### src/rtl/hazard_ctrl.sv
// Hazard/sequencing controller for the 5-stage RV32I pipeline: forwarding selects,
// load-use stall, MEM-resolved branch flush and data-RAM freeze. Perf counters under HAZ_PERF_CNT_EN.
module hazard_ctrl #(
    parameter int RA_W  = 5,
    parameter int CNT_W = 32
) (
    input  logic            CLK,
    input  logic            RESET_N,
    input  logic            id_valid,
    input  logic [RA_W-1:0] id_rs1,
    input  logic [RA_W-1:0] id_rs2,
    input  logic            id_use_rs1,
    input  logic            id_use_rs2,
    input  logic [RA_W-1:0] id_rd,
    input  logic            id_regwrite,
    input  logic            id_memread,
    input  logic            br_taken_mem,
    input  logic            mem_busy,
    output logic            pc_en,
    output logic            ifid_en,
    output logic            idex_en,
    output logic            exmem_en,
    output logic            memwb_en,
    output logic            ifid_clr,
    output logic            idex_clr,
    output logic            exmem_clr,
    output logic [1:0]      fwd_a,
    output logic [1:0]      fwd_b,
    output logic            id_byp_a,
    output logic            id_byp_b,
    output logic [1:0]      state
`ifdef HAZ_PERF_CNT_EN
   ,output logic [CNT_W-1:0] stall_cnt,
    output logic [CNT_W-1:0] flush_cnt,
    output logic [CNT_W-1:0] freeze_cnt
`endif
);

    typedef enum logic [1:0] {RUN = 2'b00, STALL = 2'b01, FLUSH = 2'b10, FREEZE = 2'b11} state_t;

    typedef struct packed {
        logic            valid;
        logic [RA_W-1:0] rs1;
        logic [RA_W-1:0] rs2;
        logic [RA_W-1:0] rd;
        logic            regwrite;
        logic            memread;
    } ex_ent_t;

    typedef struct packed {
        logic            valid;
        logic [RA_W-1:0] rd;
        logic            regwrite;
        logic            memread;
    } mem_ent_t;

    typedef struct packed {
        logic            valid;
        logic [RA_W-1:0] rd;
        logic            regwrite;
    } wb_ent_t;

    ex_ent_t  ex_q;
    mem_ent_t mem_q;
    wb_ent_t  wb_q;
    state_t   state_q;
    state_t   win;
    logic     load_use, mem_wr, wb_wr;

    assign mem_wr = mem_q.valid & mem_q.regwrite & (mem_q.rd != '0);
    assign wb_wr  = wb_q.valid & wb_q.regwrite & (wb_q.rd != '0);

    assign load_use = id_valid & ex_q.valid & ex_q.memread & (ex_q.rd != '0) &
                      ((id_use_rs1 & (ex_q.rd == id_rs1)) | (id_use_rs2 & (ex_q.rd == id_rs2)));

    always_comb begin
        win = RUN;
        if (mem_busy)          win = FREEZE;
        else if (br_taken_mem) win = FLUSH;
        else if (load_use)     win = STALL;
    end

    assign pc_en     = (win != FREEZE) && (win != STALL);
    assign ifid_en   = (win != FREEZE) && (win != STALL);
    assign idex_en   = (win != FREEZE);
    assign exmem_en  = (win != FREEZE);
    assign memwb_en  = (win != FREEZE);
    assign ifid_clr  = (win == FLUSH);
    assign idex_clr  = (win == FLUSH) || (win == STALL);
    assign exmem_clr = (win == FLUSH);

    // A load sitting in MEM has no result yet, so it is never a 10 source;
    // that is what limits a load-use hazard to a single bubble.
    always_comb begin
        fwd_a = 2'b00;
        if (mem_wr && !mem_q.memread && (mem_q.rd == ex_q.rs1)) fwd_a = 2'b10;
        else if (wb_wr && (wb_q.rd == ex_q.rs1))                fwd_a = 2'b01;
        fwd_b = 2'b00;
        if (mem_wr && !mem_q.memread && (mem_q.rd == ex_q.rs2)) fwd_b = 2'b10;
        else if (wb_wr && (wb_q.rd == ex_q.rs2))                fwd_b = 2'b01;
    end

    assign id_byp_a = wb_wr & id_use_rs1 & (wb_q.rd == id_rs1);
    assign id_byp_b = wb_wr & id_use_rs2 & (wb_q.rd == id_rs2);

    // Cleared entries are zeroed entirely so a bubble never matches a forwarding compare.
    always_ff @(posedge CLK or negedge RESET_N) begin
        if (!RESET_N) begin
            ex_q  <= '0;
            mem_q <= '0;
            wb_q  <= '0;
        end else begin
            if (idex_en)
                ex_q <= idex_clr ? '0 :
                        '{valid: id_valid, rs1: id_rs1, rs2: id_rs2, rd: id_rd,
                          regwrite: id_regwrite, memread: id_memread};
            if (exmem_en)
                mem_q <= exmem_clr ? '0 :
                         '{valid: ex_q.valid, rd: ex_q.rd,
                           regwrite: ex_q.regwrite, memread: ex_q.memread};
            if (memwb_en)
                wb_q <= '{valid: mem_q.valid, rd: mem_q.rd, regwrite: mem_q.regwrite};
        end
    end

    always_ff @(posedge CLK or negedge RESET_N) begin
        if (!RESET_N) state_q <= RUN;
        else          state_q <= win;
    end

    assign state = state_q;

`ifdef HAZ_PERF_CNT_EN
    always_ff @(posedge CLK or negedge RESET_N) begin
        if (!RESET_N) begin
            stall_cnt  <= '0;
            flush_cnt  <= '0;
            freeze_cnt <= '0;
        end else begin
            if (win == STALL  && stall_cnt  != '1) stall_cnt  <= stall_cnt + 1'b1;
            if (win == FLUSH  && flush_cnt  != '1) flush_cnt  <= flush_cnt + 1'b1;
            if (win == FREEZE && freeze_cnt != '1) freeze_cnt <= freeze_cnt + 1'b1;
        end
    end
`endif

endmodule

### config.mk
export PLATFORM = sky130hd
export DESIGN_NAME = hazard_ctrl
export DESIGN_NICKNAME = d
export VERILOG_FILES = /design/src/rtl/hazard_ctrl.sv
export SDC_FILE = /design/constraint.sdc
export NUM_CORES = 1
export LEC_CHECK = 0
export CORE_MARGIN = 8
export CORE_UTILIZATION = 30
export CTS_CLUSTER_DIAMETER = 100
export DETAILED_ROUTE_END_ITERATION = 10
export PLACE_DENSITY_LB_ADDON = 0.2
export SLEW_MARGIN = 20
export SYNTH_ARGS = -nofsm -noshare
export SYNTH_HDL_FRONTEND = slang
export SYNTH_SLANG_ARGS = --single-unit
### constraint.sdc
create_clock -name CLK -period 2.2 [get_ports CLK]
set_input_delay 0.22 -clock CLK [delete_from_list [all_inputs] [get_ports CLK]]
set_output_delay 0.22 -clock CLK [all_outputs]
set_load 0.05 [all_outputs]
# Yosys cells after proc, flatten, opt, wreduce, memory -nomap -nowiden
# Cells that the tools add are included.
[word_totals] reg_bits=35 latch_bits=0 ram_bits=0 rom_bits=0 in_bits=24 output_inout_bits=16 mem_count=0
[classes] addsub=0 multipliers=0 div_mod_pow=0 magnitude_cmp=0 eq_ne=12 shifts=0 muxes=9 n_bitwise=15 n_reduce_logical=11
[ops] op="$eq 5x5->1" count=8
[ops] op="$mux 18" count=1
[ops] op="$reduce_bool 5->1" count=3
[ops] op="$and 1x1->1" count=14
[ops] op="$mux 2" count=4
[ops] op="$mux 8" count=1
[ops] op="$logic_and 1x1->1" count=6
[ops] op="$mux 1" count=3
[ops] op="$eq 2x1->1 const B" count=1
[ops] op="$eq 2x2->1 const B" count=1
[ops] op="$ne 2x1->1 const B" count=1
[ops] op="$ne 2x2->1 const B" count=1
[ops] op="$logic_not 1->1" count=1
[ops] op="$logic_or 1x1->1" count=1
[ops] op="$or 1x1->1" count=1

# Longest topological paths before layout
[depth] depth_word=10 ltp_mapped=10 ltp_nobuf=8

# Worst setup path after synthesis
# Ideal clock, no wire load.
[synth_path] path_kind="register to output" from="register mem_q[4] (netlist name)" to="output fwd_a[0]" t_arrival_ns=2.762 setup_slack_ns=-0.782 path_stages_with_launch=5 path_cell_list="dfrtp_1 -> or4_1 -> o21ai_2 -> nor4_1 -> nor4_2"
[synth_via] elab_chain_len=5 word_cells_on_any_way=6 cone_classes="eq/ne: 1; mux: 1; bitwise: 1; reduce/logical: 3"
[synth_rtl] element="start, declared" line="64" source="mem_ent_t mem_q;"
[synth_rtl] element="start signal, assigned" line="118" source="mem_q <= exmem_clr ? '0 :"
[synth_rtl] element="$reduce_bool 5->1" line="70" source="assign mem_wr = mem_q.valid & mem_q.regwrite & (mem_q.rd != '0);"
[synth_rtl] element="$and 1x1->1" line="70"
[synth_rtl] element="$logic_and 1x1->1" line="96" source="if (mem_wr && !mem_q.memread && (mem_q.rd == ex_q.rs1)) fwd_a = 2'b10;"
[synth_rtl] element="$logic_and 1x1->1 *" line="96"
[synth_rtl] element="$mux 2 *" line="96"
[synth_rtl] element="end, declared" line="27" source="output logic [1:0] fwd_a,"
# Mark *: on every way between the ends. The rest lies on a longest branch, timed or not.

# Final worst setup path
[layout_path] from="register ex_q[3] (netlist name)" to="register ex_q[17] (netlist name)"
[layout_via] elab_chain_len=10 word_cells_on_any_way=16 cone_classes="eq/ne: 5; mux: 4; bitwise: 5; reduce/logical: 2"
[layout_rtl] element="start, declared" line="63" source="ex_ent_t ex_q;"
[layout_rtl] element="start signal, assigned" line="114" source="ex_q <= idex_clr ? '0 :"
[layout_rtl] element="$eq 5x5->1" line="74" source="((id_use_rs1 & (ex_q.rd == id_rs1)) | (id_use_rs2 & (ex_q.rd == id_rs2)));"
[layout_rtl] element="$and 1x1->1" line="74"
[layout_rtl] element="$or 1x1->1" line="74"
[layout_rtl] element="$and 1x1->1 *" line="73" source="assign load_use = id_valid & ex_q.valid & ex_q.memread & (ex_q.rd != '0) &"
[layout_rtl] element="$mux 1 *" line="80" source="else if (load_use) win = STALL;"
[layout_rtl] element="$mux 2 *" line="79" source="else if (br_taken_mem) win = FLUSH;"
[layout_rtl] element="$mux 2 *" line="78" source="if (mem_busy) win = FREEZE;"
[layout_rtl] element="via win[0]" line="67" source="state_t win;"
[layout_rtl] element="$eq 2x2->1 / $eq 2x1->1 (equally long branches)" line="89" source="assign idex_clr = (win == FLUSH) || (win == STALL);"
[layout_rtl] element="$logic_or 1x1->1" line="89"
[layout_rtl] element="$mux 18" line="114"
# The timed path passes the listed nets; every way through them passes the cells marked *.
# A chain may end at the register's enable or synchronous reset.

==> flow_metrics.env <==
export IMPL_cts_buffer_depth=2
export IMPL_drive_above_1_share_pct=35.64
export IMPL_maxClockFrequency_mhz=422.1
export IMPL_setup_worst_path_end_class="flip-flop"
export IMPL_critical_path_peak_fanout=7
export IMPL_worst_ep_arrival_time_ns=2.54
export IMPL_port_buffers=39
export IMPL_core_sq_um=6386
export IMPL_setup_slack_ns=-0.1693
export IMPL_startpoint_type="flip-flop"
export IMPL_period_share_pct=107.7
export IMPL_clock_root_buffer="clkbuf_8"
export IMPL_timing_max_cap_violations=0
export IMPL_finalSetupViolCount=41
export IMPL_least_margin_pin_slew_ns=0.5194
export IMPL_grt_overflow=0
export IMPL_p_clk_share_pct=28.5
export IMPL_final_antenna_net_count=0
export IMPL_share_seq_of_total_power_pct=38.9
export IMPL_crit_chain="buf_4 > or4_1 > o21ai_2 > o21bai_4 > ha_4 > buf_4 > buf_6 > clkbuf_16 > buf_8 > a22o_1"
export IMPL_switching_share_pct=31.06
export IMPL_critical_path_reg2reg_endpoint="ex_q[17]"
export IMPL_grtUsageTotal_pct=12.61
export IMPL_route_vias_total=1716
export IMPL_netlist_area_sq_um=1996
export IMPL_synth_sequential_area_ratio_pct=43.89
export IMPL_power_density_nw_per_um2=620.3
export IMPL_distinct_cells_synth=28
export IMPL_crit_path_frequent_cell="buf_4"
export IMPL_critical_path_slowest_cell="dfrtp_2"
export IMPL_drt_first_pass_iters=4
export IMPL_cpPeakStageDelay_ns=0.44
export IMPL_post_synth_inst_count=211
export IMPL_max_vdd_ir_drop_uv=354.3
export IMPL_start_util_pct=31.25
export IMPL_dp_worst_slack_ns=-0.3241
export IMPL_number_of_antenna_violations_at_the_first_check_in_global_routing=0
export IMPL_place_area_sq_um=2816
export IMPL_reg2regPathDepth=10
export IMPL_timing_final_max_slew_violations=0
export IMPL_fin_worst_skew_ns=0.004761
export IMPL_finish_instance_area_sq_um=3283
export IMPL_post_synth_top_count_cell="nand2_1"
export IMPL_cts_tree="built"
export IMPL_required_time_of_the_critical_path_ns=2.38
export IMPL_failed_checks="setup timing"
export IMPL_antenna_diode_count=0
export IMPL_report_final_hold_viol_count=0
export IMPL_r2r_start="ex_q[3]"
export IMPL_last_weighted_congestion_value_of_the_routability_driven_placer=0.7675
export IMPL_grt_start_max_net_pins=36
export IMPL_synth_top_cell_by_area="dfrtp_1"
export IMPL_netSwitchingPower_w=0.0006326
export IMPL_number_of_sinks_driven_by_the_clock_tree=35
export IMPL_detail_route_iter0_violations=30
export IMPL_run_status="finished with violations"
export IMPL_fill_cells=579
export IMPL_synth_enable_flop_cells=0
export IMPL_regToRegSetupSlack_ns=-0.17
export IMPL_synth_async_reset_ratio_pct=100.0
export IMPL_dominantRegCellSynth="dfrtp_1"
export IMPL_setup_tns_final_ns=-3.731
export IMPL_first_global_vias=1866
export IMPL_clock_latency_of_the_later_clocked_register_in_the_worst_skew_pair_ns=0.29
export IMPL_wire_length_of_the_first_global_routing_pass_mm=9.666
export IMPL_synth_common_cells="nand2_1, dfrtp_1, o21ai_0, xor2_1"
export IMPL_synth_top_cell_area_share_pct=43.89
export IMPL_cellInternalPower_w=0.001404
export IMPL_route_final_wire_length_mm=6.012
export IMPL_place_hpwl_mm=4.375
export IMPL_unrepaired_setup_endpoints_after_global_routing="true"
export IMPL_final_layout_net_count=313
export IMPL_viasPerCell=4.689
export IMPL_maximum_level_of_the_cts_h_tree=2
export IMPL_clkTransAtPathRegs_ns=0.08
export IMPL_avgSynthCellArea_sq_um=9.458
export IMPL_cts_buffers=5
export IMPL_number_of_top_level_design_ports=40
export IMPL_min_path_type="input port to async pin"
export IMPL_mappedNetlistNets=236
export IMPL_ys_seq_elements=35
export IMPL_pwr_share_comb_pct=32.7
export IMPL_floorplan_die_width_um=97.56
export IMPL_syn_to_final_growth_pct=64.51
export IMPL_power_leakage_nw=1.434
export IMPL_placement_rows=29
export IMPL_final_min_clock_period_ns=2.369
export IMPL_wire_per_inst_um=16.43
export IMPL_max_slew_margin_vs_limit_pct=65.27
export IMPL_total_of_hold_buffers_inserted_after_clock_tree_synthesis=0
export IMPL_path_class="flip-flop to flip-flop"
export IMPL_chipHeight_um=97.56
export IMPL_number_of_warnings_issued_by_yosys=0
export IMPL_die_area_sq_um=9518
export IMPL_post_route_drc_count=0
export IMPL_area_contributors_post_synth="dfrtp_1, xor2_1, xnor2_1"
-- layer usage --
| layer | up-vias | wire [um] | GRT usage [%] |
|---|---|---|---|
| met2 | 34 | 2978 | 20.74 |
| met3 | 6 | 239 | 3.770 |
| met1 | 824 | 2739 | 15.50 |
| met5 | - | 0 | 0 |
| li1 | 852 | - | - |
| met4 | 0 | 55 | 3.380 |
-- how the worst max path moves through the flow --
stage	start	to	slack, ns	cells after the start
2_1_floorplan	ex_q[4]	idex_en	-0.18	10
3_3_place_gp	id_rs2[3]	wb_q[5]	-0.26	9
3_5_place_dp	id_rs2[3]	wb_q[5]	-0.32	9
4_1_cts	ex_q[5]	memwb_en	-0.13	9
5_1_grt	ex_q[5]	exmem_en	-0.23	9
6_report	ex_q[3]	ex_q[17]	-0.17	10
-- worst max-delay path: cells and delay by family, from the launching register on --
family	cells	cell delay (ns)
buffers and inverters	5	0.68
AOI/OAI and AO/OA	3	0.53
DFF	1	0.44
and+or+nand+nor	1	0.42
adders and majority gates	1	0.18
-- cell usage in the layout (no fill, tap or decap), drive strengths merged, types with 5 or more instances in the layout --
cell type / instances
o21ai: 27
clkdlybuf4s50: 25
xor2: 22
or4: 5
nand2: 36
xnor2: 18
nor4: 6
nand2b: 18
dfrtp: 35
buf: 61
mux2: 7
clkbuf: 7
-- final cells by class --
class / instances / area, sq um / share of cell area (%)
Clock buffer: 5 / 68.82 / 2.096
Clock inverter: 3 / 43.79 / 1.334
Inverter: 2 / 11.26 / 0.3430
Multi-Input combinational cell: 156 / 1199 / 36.51
Sequential cell: 35 / 879.6 / 26.79
Tap cell: 77 / 96.34 / 2.934
Timing Repair Buffer: 88 / 984.7 / 29.99
-- registers in the layout (all words and copies together), names as in the netlist --
signal	flops
ex_q	18
wb_q	7
mem_q	8
state	2
-- kinds of logic (layout without fill, tap and decap cells) --
group	count (synthesis)	count (layout)	synth area share, %
simple gates	76	76	19.94
xor+xnor	40	40	17.55
flops	35	35	43.89
compound gates	32	32	9.216
buf+inv	20	98	4.827
mux	7	7	3.950
fa+ha+maj	1	1	0.6269
-- what timing repair did --
action | in CTS | in global routing
setup buffers | 7 | 5
resized for setup | 16 | 46
pin swaps | 12 | 10
setup endpoints to repair | 41 | 43
cloned | 0 | 2
-- per-stage QoR --
stage / utilization, % / power [W] / instances / hold slack, ns
4_1_cts: 47.73 / 0.001981 / 359 / 0.3529
6_report: 51.41 / 0.002037 / 366 / 0.3399
3_5_place_dp: 44.10 / 0.001343 / 344 / 0.4796
5_1_grt: 51.41 / 0.002148 / 366 / 0.3855
3_3_place_gp: 44.10 / 0.001339 / 344 / 0.4727
2_1_floorplan: - / 0.001106 / 211 / -0.07559
-- power groups by stage --
stage	sequential, W	combinational, W	clock (W)
after floorplan	0.000782	0.000324	0
after global placement	0.000794	0.000544	0
after detailed placement	0.000794	0.000549	0
after CTS	0.000787	0.000596	0.000597
after global routing	0.000800	0.000719	0.000629
final	0.000791	0.000666	0.000580
(Power assumes the default switching activity.)
